**config.mk**
```make
export PLATFORM = sky130hd
export DESIGN_NAME = fetch_unit
export DESIGN_NICKNAME = d
export VERILOG_FILES = /design/src/rtl/core_pkg.sv /design/src/rtl/fetch_fifo.sv /design/src/rtl/fetch_unit.sv
export SDC_FILE = /design/constraint.sdc
export NUM_CORES = 1
export LEC_CHECK = 0
export ABC_AREA = 1
export ABC_CLOCK_PERIOD_IN_PS = 4100
export CAP_MARGIN = 5
export CORE_AREA = 10 10 172 174
export CTS_BUF_LIST = sky130_fd_sc_hd__clkbuf_4
export DETAILED_ROUTE_END_ITERATION = 12
export DIE_AREA = 0 0 182 184
export DONT_BUFFER_PORTS = 1
export HOLD_SLACK_MARGIN = 0.03
export PLACE_DENSITY_LB_ADDON = 0.15
export SYNTH_ARGS = -nofsm -noshare
export SYNTH_HDL_FRONTEND = slang
export SYNTH_SLANG_ARGS = --single-unit
```
**constraint.sdc**
```tcl
create_clock -name clk -period 4.1 [get_ports clk]
set_input_delay 0.615 -clock clk [delete_from_list [all_inputs] [get_ports clk]]
set_output_delay 0.615 -clock clk [all_outputs]
set_load 0.005 [all_outputs]
```
**src/rtl/core_pkg.sv**
```systemverilog
`default_nettype none
// ============================================================================
// Module      : core_pkg
// Description : Shared core constants: data/instruction widths, the default
//               reset PC and the instruction-alignment helpers.
// Revision    : 1.0 - initial release
// ============================================================================
package core_pkg;

  localparam int unsigned XLEN = 32;
  localparam int unsigned ILEN = 32;

  typedef logic [XLEN-1:0] addr_t;
  typedef logic [ILEN-1:0] instr_t;

  localparam addr_t RESET_PC_DEFAULT = 32'h0000_0000;
  localparam addr_t INSTR_ALIGN_MASK = 32'hFFFF_FFFC;

  // Force a PC onto a word boundary; the low two bits carry no meaning.
  function automatic addr_t align_pc(input addr_t pc);
    return pc & INSTR_ALIGN_MASK;
  endfunction

endpackage
`default_nettype wire

```
**src/rtl/fetch_fifo.sv**
```systemverilog
`default_nettype none
// ============================================================================
// Module      : fetch_fifo
// Description : Parametrised synchronous FIFO holding prefetched instruction
//               words. Pointers carry an extra wrap bit so that full/empty and
//               the occupancy count fall out of a single subtraction.
// Revision    : 1.0 - initial release
// ============================================================================
module fetch_fifo #(
  parameter int unsigned DEPTH = 4,
  parameter int unsigned WIDTH = 32
) (
  input  logic                         clk,
  input  logic                         rst_n,
  input  logic                         push,
  input  logic [WIDTH-1:0]             wdata,
  input  logic                         pop,
  input  logic                         flush,
  output logic [WIDTH-1:0]             rdata,
  output logic                         full,
  output logic                         empty,
  output logic [$clog2(DEPTH+1)-1:0]   count
);

  localparam int unsigned AW = (DEPTH > 1) ? $clog2(DEPTH) : 1;
  localparam int unsigned CW = $clog2(DEPTH + 1);
  localparam logic [AW:0] C_FULL_CNT = (AW + 1)'(DEPTH);

  logic [WIDTH-1:0] mem_q [DEPTH];
  logic [AW:0]      wr_ptr_q, wr_ptr_d;
  logic [AW:0]      rd_ptr_q, rd_ptr_d;
  logic [AW:0]      occupancy;

  // Occupancy and status flags derived from the wrap-bit pointers.
  always_comb begin
    occupancy = wr_ptr_q - rd_ptr_q;
    count     = CW'(occupancy);
    full      = (occupancy == C_FULL_CNT);
    empty     = (occupancy == '0);
    rdata     = mem_q[rd_ptr_q[AW-1:0]];
  end

  // Pointer advance; a flush wins over any same-cycle push or pop.
  always_comb begin
    wr_ptr_d = wr_ptr_q;
    rd_ptr_d = rd_ptr_q;
    if (flush) begin
      wr_ptr_d = '0;
      rd_ptr_d = '0;
    end else begin
      if (push) wr_ptr_d = wr_ptr_q + {{AW{1'b0}}, 1'b1};
      if (pop)  rd_ptr_d = rd_ptr_q + {{AW{1'b0}}, 1'b1};
    end
  end

  // Pointer registers.
  always_ff @(posedge clk or negedge rst_n) begin
    if (!rst_n) begin
      wr_ptr_q <= '0;
      rd_ptr_q <= '0;
    end else begin
      wr_ptr_q <= wr_ptr_d;
      rd_ptr_q <= rd_ptr_d;
    end
  end

  // Storage array; contents are meaningless until pointed at, so no reset.
  always_ff @(posedge clk) begin
    if (push && !flush) mem_q[wr_ptr_q[AW-1:0]] <= wdata;
  end

endmodule
`default_nettype wire

```
**src/rtl/fetch_unit.sv**
```systemverilog
`default_nettype none
// ============================================================================
// Module      : fetch_unit
// Description : Instruction fetch front end. Issues sequential word requests
//               on a req/gnt/rvalid bus, buffers responses in a prefetch FIFO
//               and hands them to decode. A redirect flushes the buffer and
//               marks every in-flight response for discard.
// Revision    : 1.0 - initial release
// ============================================================================
module fetch_unit
  import core_pkg::*;
#(
  parameter addr_t       RESET_PC   = RESET_PC_DEFAULT,
  parameter int unsigned FIFO_DEPTH = 4
) (
  input  logic             clk,
  input  logic             rst_n,
  input  logic             redirect_valid,
  input  logic [XLEN-1:0]  redirect_pc,
  output logic             imem_req,
  output logic [XLEN-1:0]  imem_addr,
  input  logic             imem_gnt,
  input  logic             imem_rvalid,
  input  logic [ILEN-1:0]  imem_rdata,
  output logic             instr_valid,
  input  logic             instr_ready,
  output logic [ILEN-1:0]  instr_data,
  output logic [XLEN-1:0]  instr_pc,
  output logic             busy
);

  localparam int unsigned CW = $clog2(FIFO_DEPTH + 1);
  localparam logic [CW:0] C_ISSUE_CAP = (CW + 1)'(FIFO_DEPTH);

  addr_t          fetch_pc_q, fetch_pc_d;
  addr_t          head_pc_q, head_pc_d;
  logic [CW-1:0]  outst_q, outst_d;
  logic [CW-1:0]  discard_q, discard_d;

  logic [CW-1:0]  fifo_count;
  logic           fifo_full, fifo_empty;
  logic           fifo_push, fifo_pop;
  logic [CW:0]    inflight_sum;
  logic           gnt_fire;
  logic           rsp_drop;
  addr_t          target_pc;

  fetch_fifo #(
    .DEPTH (FIFO_DEPTH),
    .WIDTH (ILEN)
  ) u_fifo (
    .clk   (clk),
    .rst_n (rst_n),
    .push  (fifo_push),
    .wdata (imem_rdata),
    .pop   (fifo_pop),
    .flush (redirect_valid),
    .rdata (instr_data),
    .full  (fifo_full),
    .empty (fifo_empty),
    .count (fifo_count)
  );

  // Issue gating and handshake decode. Buffered plus in-flight words never
  // exceed the FIFO depth, which is what makes a push into a full FIFO
  // impossible. Reset gates the request so the bus sees nothing until release.
  always_comb begin
    inflight_sum = {1'b0, fifo_count} + {1'b0, outst_q};
    imem_req     = rst_n && !redirect_valid && (inflight_sum < C_ISSUE_CAP);
    imem_addr    = fetch_pc_q;
    gnt_fire     = imem_req && imem_gnt;
    rsp_drop     = (discard_q != '0);
    fifo_push    = imem_rvalid && !rsp_drop && !redirect_valid;
    fifo_pop     = !fifo_empty && instr_ready && !redirect_valid;
    target_pc    = align_pc(redirect_pc);
    instr_valid  = !fifo_empty;
    instr_pc     = head_pc_q;
    busy         = (outst_q != '0) || !fifo_empty;
  end

  // Next-state for PCs and counters. On redirect every response still owed by
  // the bus (after this cycle's arrival, if any) becomes a discard.
  always_comb begin
    fetch_pc_d = fetch_pc_q;
    head_pc_d  = head_pc_q;
    outst_d    = outst_q + CW'(gnt_fire) - CW'(imem_rvalid);
    discard_d  = discard_q;
    if (redirect_valid) begin
      fetch_pc_d = target_pc;
      head_pc_d  = target_pc;
      discard_d  = outst_q - CW'(imem_rvalid);
    end else begin
      if (gnt_fire)                fetch_pc_d = fetch_pc_q + 32'd4;
      if (fifo_pop)                head_pc_d  = head_pc_q + 32'd4;
      if (imem_rvalid && rsp_drop) discard_d  = discard_q - {{(CW-1){1'b0}}, 1'b1};
    end
  end

  // PC and counter registers.
  always_ff @(posedge clk or negedge rst_n) begin
    if (!rst_n) begin
      fetch_pc_q <= RESET_PC;
      head_pc_q  <= RESET_PC;
      outst_q    <= '0;
      discard_q  <= '0;
    end else begin
      fetch_pc_q <= fetch_pc_d;
      head_pc_q  <= head_pc_d;
      outst_q    <= outst_d;
      discard_q  <= discard_d;
    end
  end

  // A response with nothing outstanding is a bus protocol violation.
  a_rvalid_has_outstanding : assert property (
    @(posedge clk) disable iff (!rst_n) imem_rvalid |-> (outst_q != '0));

  // The issue limit must keep the buffer from ever overflowing.
  a_no_push_when_full : assert property (
    @(posedge clk) disable iff (!rst_n) fifo_push |-> !fifo_full);

endmodule
`default_nettype wire

```
After elaboration in Yosys (flattened, before gate mapping):

Memories as Yosys holds them, arrays and structs flattened.
Index checks and enable logic that the tools add are counted.

* add/subtract/negate cells: 10
* magnitude comparators: 1
* multiplexer cells: 12
* reduce and logical (&&, ||, !) cells: 20

Operators with widths (number)
* $mux 32: 4
* $add 32x3->32 const B: 2
* $mux 3: 6
* $logic_and 1x1->1: 9
* $reduce_bool 2->1: 4
* $add 3x1->3 const B: 2
* $reduce_bool 3->1: 2
* $sub 3x1->3: 2
* $add 3x3->4: 1
* $lt 4x3->1 const B: 1
* $add 3x1->3: 1
* $logic_not 1->1: 3
* $logic_not 3->1: 1
* $sub 3x1->3 const B: 1
* $sub 3x3->3: 1
* $mux 1: 2
* $logic_or 1x1->1: 1

* flip-flop bits (word level): 76
* memory bits (writable): 128
* bits of input ports: 70
* output and inout bits: 99
* logic and storage cells: 50
* memories: 1

Memory list
* u_fifo.mem_q: depth 4, bits a word 32, rd ports 1, clocked after memory_dff 0, write ports 1, RTL line fetch_fifo.sv:29 `logic [WIDTH-1:0] mem_q [DEPTH];`

Depth between registers and ports, before layout:

* word-level depth: 7
* mapped depth: 18

Cells and area by module:

A second synthesis with hierarchy kept.

* cells, all modules: 1126
* area, all modules: 10139.7 um2

Modules (own cells, without submodules)
* fetch_fifo: times used 1, cells an instance 432, area each 5449.0 um2, seq. area each 3993.8 um2
* fetch_unit: times used 1, cells an instance 694, area each 4690.7 um2, seq. area each 1651.6 um2

Worst setup path after synthesis:

No wires, ideal clock.

* path kind: reg-to-reg
* start: reg u_fifo.rd_ptr_q[1]
* end: reg outst_q[2]
* setup time: 0.123 ns
* arrival: 3.207 ns
* data required time: 3.977 ns
* setup slack: 0.770 ns
* stages on the path, launching flop included: 17
* period minus slack after synthesis: 3.330 ns
* cells stage by stage: dfrtp_1 -> inv_1 -> clkbuf_1 -> fa_1 -> nand3b_1 -> nand2_1 -> ha_1 -> nand3b_2 -> nor2_4 -> nand2_4 -> buf_2 -> ha_1 -> inv_1 -> ha_1 -> inv_1 -> fa_1 -> xnor2_1

* cells in the longest elaborated chain, start to end: 7

Ends and longest elaborated chain
* from (decl): RTL line fetch_fifo.sv:31 `logic [AW:0] rd_ptr_q, rd_ptr_d;`
* from (signal assigned): RTL line fetch_fifo.sv:63 `rd_ptr_q <= rd_ptr_d;`
* $sub 3x3->3: RTL line fetch_fifo.sv:36 `occupancy = wr_ptr_q - rd_ptr_q;`
* $add 3x3->4: RTL line fetch_unit.sv:68 `inflight_sum = {1'b0, fifo_count} + {1'b0, outst_q};`
* $lt 4x3->1: RTL line fetch_unit.sv:69 `imem_req = rst_n && !redirect_valid && (inflight_sum < C_ISSUE_CAP);`
* $logic_and 1x1->1: RTL line fetch_unit.sv:69
* via imem_req: RTL line fetch_unit.sv:20 `output logic imem_req,`
* $logic_and 1x1->1: RTL line fetch_unit.sv:71 `gnt_fire = imem_req && imem_gnt;`
* $add 3x1->3: RTL line fetch_unit.sv:86 `outst_d = outst_q + CW'(gnt_fire) - CW'(imem_rvalid);`
* $sub 3x1->3: RTL line fetch_unit.sv:86
* via outst_d[2]: RTL line fetch_unit.sv:37 `logic [CW-1:0] outst_q, outst_d;`
* to (signal assigned): RTL line fetch_unit.sv:109 `outst_q <= outst_d;`
* to (decl): RTL line fetch_unit.sv:37

The timed path passes the listed nets, and every way through them passes these cells.
A chain may end at the register's enable or synchronous reset.

Worst setup path in the final report:

* start: reg u_fifo.wr_ptr_q[0]
* end: out imem_req

* cells in the longest elaborated chain, start to end: 4

Ends and longest elaborated chain
* from (decl): RTL line fetch_fifo.sv:30 `logic [AW:0] wr_ptr_q, wr_ptr_d;`
* from (signal assigned): RTL line fetch_fifo.sv:62 `wr_ptr_q <= wr_ptr_d;`
* $sub 3x3->3: RTL line fetch_fifo.sv:36
* $add 3x3->4: RTL line fetch_unit.sv:68
* $lt 4x3->1: RTL line fetch_unit.sv:69
* $logic_and 1x1->1: RTL line fetch_unit.sv:69
* to (decl): RTL line fetch_unit.sv:20

No other way between the ends.

==> impl_metrics.json <==
{
  "worst_slack_ps": 636.1,
  "start_util_pct": 38.87,
  "coreArea_mm2": 0.02591,
  "routedWlPerCell_um": 18.43,
  "setup_violations": 0,
  "grt_max_degree": 73,
  "die_y_um": 184,
  "hp-start": "imem_rdata[3]",
  "finalClockSkew_ps": 32.47,
  "hpwl_um": 18880,
  "cts_inserted_buffers": 17,
  "setup.worst_path.start_class": "flop",
  "finalHoldViolations": 0,
  "worst-slew-pin-transition_ps": 1144,
  "clk_latency_ps": 610,
  "wirelength_um": 28120,
  "final_common_cell": "nand2_1",
  "rrSetupSlack_ps": 660,
  "leakagePower_nw": 4.572,
  "dp_slack_ps": 682.0,
  "final_area_mm2": 0.01123,
  "r2r-end": "outst_q[1]",
  "place_area_mm2": 0.01036,
  "rsz0062_at_grt": "no",
  "synth_top_area_share_pct": 38.17,
  "drt_iter0_markers": 587,
  "portBuffers": 0,
  "p_total_mw": 5.915,
  "hold_path.class": "input port to flop",
  "yosysSeqAreaShare_pct": 56.06,
  "synth_cell_types": 34,
  "synth_edf_count": 128,
  "endpoint_kind": "output port",
  "final_cell_mix": "nand2_1 (312), nor2_1 (146), edfxtp_1 (128), nand3_1 (127), inv_1 (100)",
  "cp_max_fo": 5,
  "hold_depth": 0,
  "power_density_mw_per_mm2": 526.9,
  "final_max_slew_viol_count": 0,
  "hold_end": "u_fifo.mem_q[1][3]",
  "cp_slowest_cell": "dfrtp_1",
  "cts_num_sinks": 200,
  "max_stage_delay_ps": 450,
  "grt_pass1_vias": 7175,
  "finalSetupTns_ps": 0,
  "clkTransAtPathRegs_ps": 220,
  "fillers": 2530,
  "synth_area_mm2": 0.01007,
  "synthArstFlopShare_pct": 36.00,
  "htreeDepth": 4,
  "ys_warn_count": 0,
  "ys_ff_latch": 200,
  "maxCapViolCount": 0,
  "fin_crit_sh_pct": 84.48,
  "grt_antenna_before_repair": 1,
  "cts_max_path_buffers": 2,
  "path_class": "flop to output port",
  "cts_tree": "yes",
  "crit_chain": "inv_1 -> ha_1 -> inv_1 -> fa_1 -> nand3b_1 -> nand2_1 -> ha_1 -> nand3b_2 -> nor2_4 -> buf_4",
  "fmax_ghz": 0.2887,
  "fp-row-count": 59,
  "irDropWorstVdd_uv": 262.7,
  "dieArea_mm2": 0.03349,
  "netlist_top_cells_area": "edfxtp_1 (38%), dfrtp_1 (18%), nand2_1 (12%)",
  "grtUsageTotal_pct": 16.32,
  "gp_congestion": 0.8282,
  "dr.pass1.iters": 7,
  "grt_pass1_wl_um": 42970,
  "reg2reg_depth": 16,
  "postSynthCellCount": 1143,
  "syn_to_final_growth_pct": 11.48,
  "io_pins": 169,
  "drc": 0,
  "utilization_pct": 43.33,
  "gr-total-overflow": 0,
  "period_needed_ps": 3464,
  "drive_above_1_share_pct": 6.134,
  "synth_largest_area_cell": "edfxtp_1",
  "critical_path_arrival_ps": 2850,
  "vias": 7780,
  "synth_flop_cell": "edfxtp_1",
  "vias_per_cell": 5.098,
  "fin_nets": 1265,
  "relSlewSlack_pct": 23.60,
  "die_w_um": 182,
  "r2r_start": "u_fifo.wr_ptr_q[0]",
  "critical_path_required_ps": 3480,
  "avgSynthCellArea_um2": 8.811,
  "drtAntennaViolNets": 0,
  "clockRootBuffer": "clkbuf_4",
  "outcome": "finished clean"
}
-- critical path: cells and delay by family (launching register included) --
family / cells / cell delay, ps
flops: 1 / 450
buf+inv: 3 / 310
fa+ha+maj: 3 / 790
simple gates: 4 / 700
-- how the worst max path moves through the flow --
stage	from	endpoint	slack (ps)	cells past startpoint
6_report	u_fifo.wr_ptr_q[0]	imem_req	640	10
5_1_grt	u_fifo.rd_ptr_q[0]	instr_data[25]	350	4
3_5_place_dp	u_fifo.wr_ptr_q[0]	outst_q[1]	680	16
4_1_cts	u_fifo.wr_ptr_q[0]	imem_req	550	10
2_1_floorplan	u_fifo.rd_ptr_q[1]	outst_q[2]	770	16
3_3_place_gp	u_fifo.wr_ptr_q[0]	outst_q[2]	760	16
-- power breakdown --
group / switching (mW) / internal (mW)
Sequential: 0.434 / 2.40
Combinational: 1.22 / 0.587
Clock: 0.921 / 0.357
Total: 2.58 / 3.34
-- cell usage after synthesis, types with 2 or more instances --
cell      instances
nand2_1         312
nor2_1          150
edfxtp_1        128
nand3_1         127
inv_1           101
o21ai_0          86
dfrtp_1          72
o22ai_1          32
clkbuf_1         16
ha_1             16
buf_2            13
xor2_1           10
nand4_1           9
xnor2_1           9
buf_4             8
nand3b_1          7
nor2_2            6
nor2_4            6
nand2_4           5
nor3_1            4
o21bai_1          4
buf_6             3
inv_2             3
or2_2             3
buf_1             2
fa_1              2
o211ai_1          2
-- sequential cells by signal (all words and copies together), names as in the netlist --
register,flops
instr_pc,30
u_fifo.rd_ptr_q,3
outst_q,3
u_fifo.mem_q,128
discard_q,3
u_fifo.wr_ptr_q,3
imem_addr,30
-- logic make-up after synthesis --
logic type                 Yosys count  share of synthesized area, %
and+or+nand+nor                    632                         26.87
buffers and inverters              147                         6.187
DFF                                200                         56.06
AOI/OAI and AO/OA                  126                         6.808
xor gates and xnor gates            19                         1.652
other                                1                       0.03724
adders and majority gates           18                         2.385
-- final cells by class --
| cell class | instances | area [um^2] | share of cell area [%] |
|---|---|---|---|
| antenna | 1 | 2.502 | 0.02229 |
| clock buffer | 17 | 127.6 | 1.137 |
| clock inverter | 15 | 250.2 | 2.229 |
| inverter | 105 | 396.6 | 3.533 |
| multi-input combinational | 799 | 3844 | 34.24 |
| sequential | 200 | 5647 | 50.30 |
| tap | 335 | 419.2 | 3.733 |
| timing repair buffer | 54 | 540.5 | 4.814 |
-- per-stage QoR --
stage               cells  hold WS, ps
finish               1526        110.0
global route         1526        32.77
CTS                  1503        30.30
detailed placement   1446        323.4
global placement     1446        322.9
floorplan            1146        319.4
-- routing by layer --
metal | vias up | wire length [um] | global-route usage, %
met4 | 0 | 345 | 4.165
li1 | 3860 | - | -
met2 | 207 | 12950 | 25.67
met3 | 19 | 2295 | 5.807
met5 | - | 0 | 0
met1 | 3694 | 12530 | 20.95
-- timing repair --
action                    in CTS  in global routing
hold endpoints to repair     136                 54
setup buffers                  0                  0
hold buffers                  25                 22
resized for setup              0                  0
(Power assumes the default switching activity.)
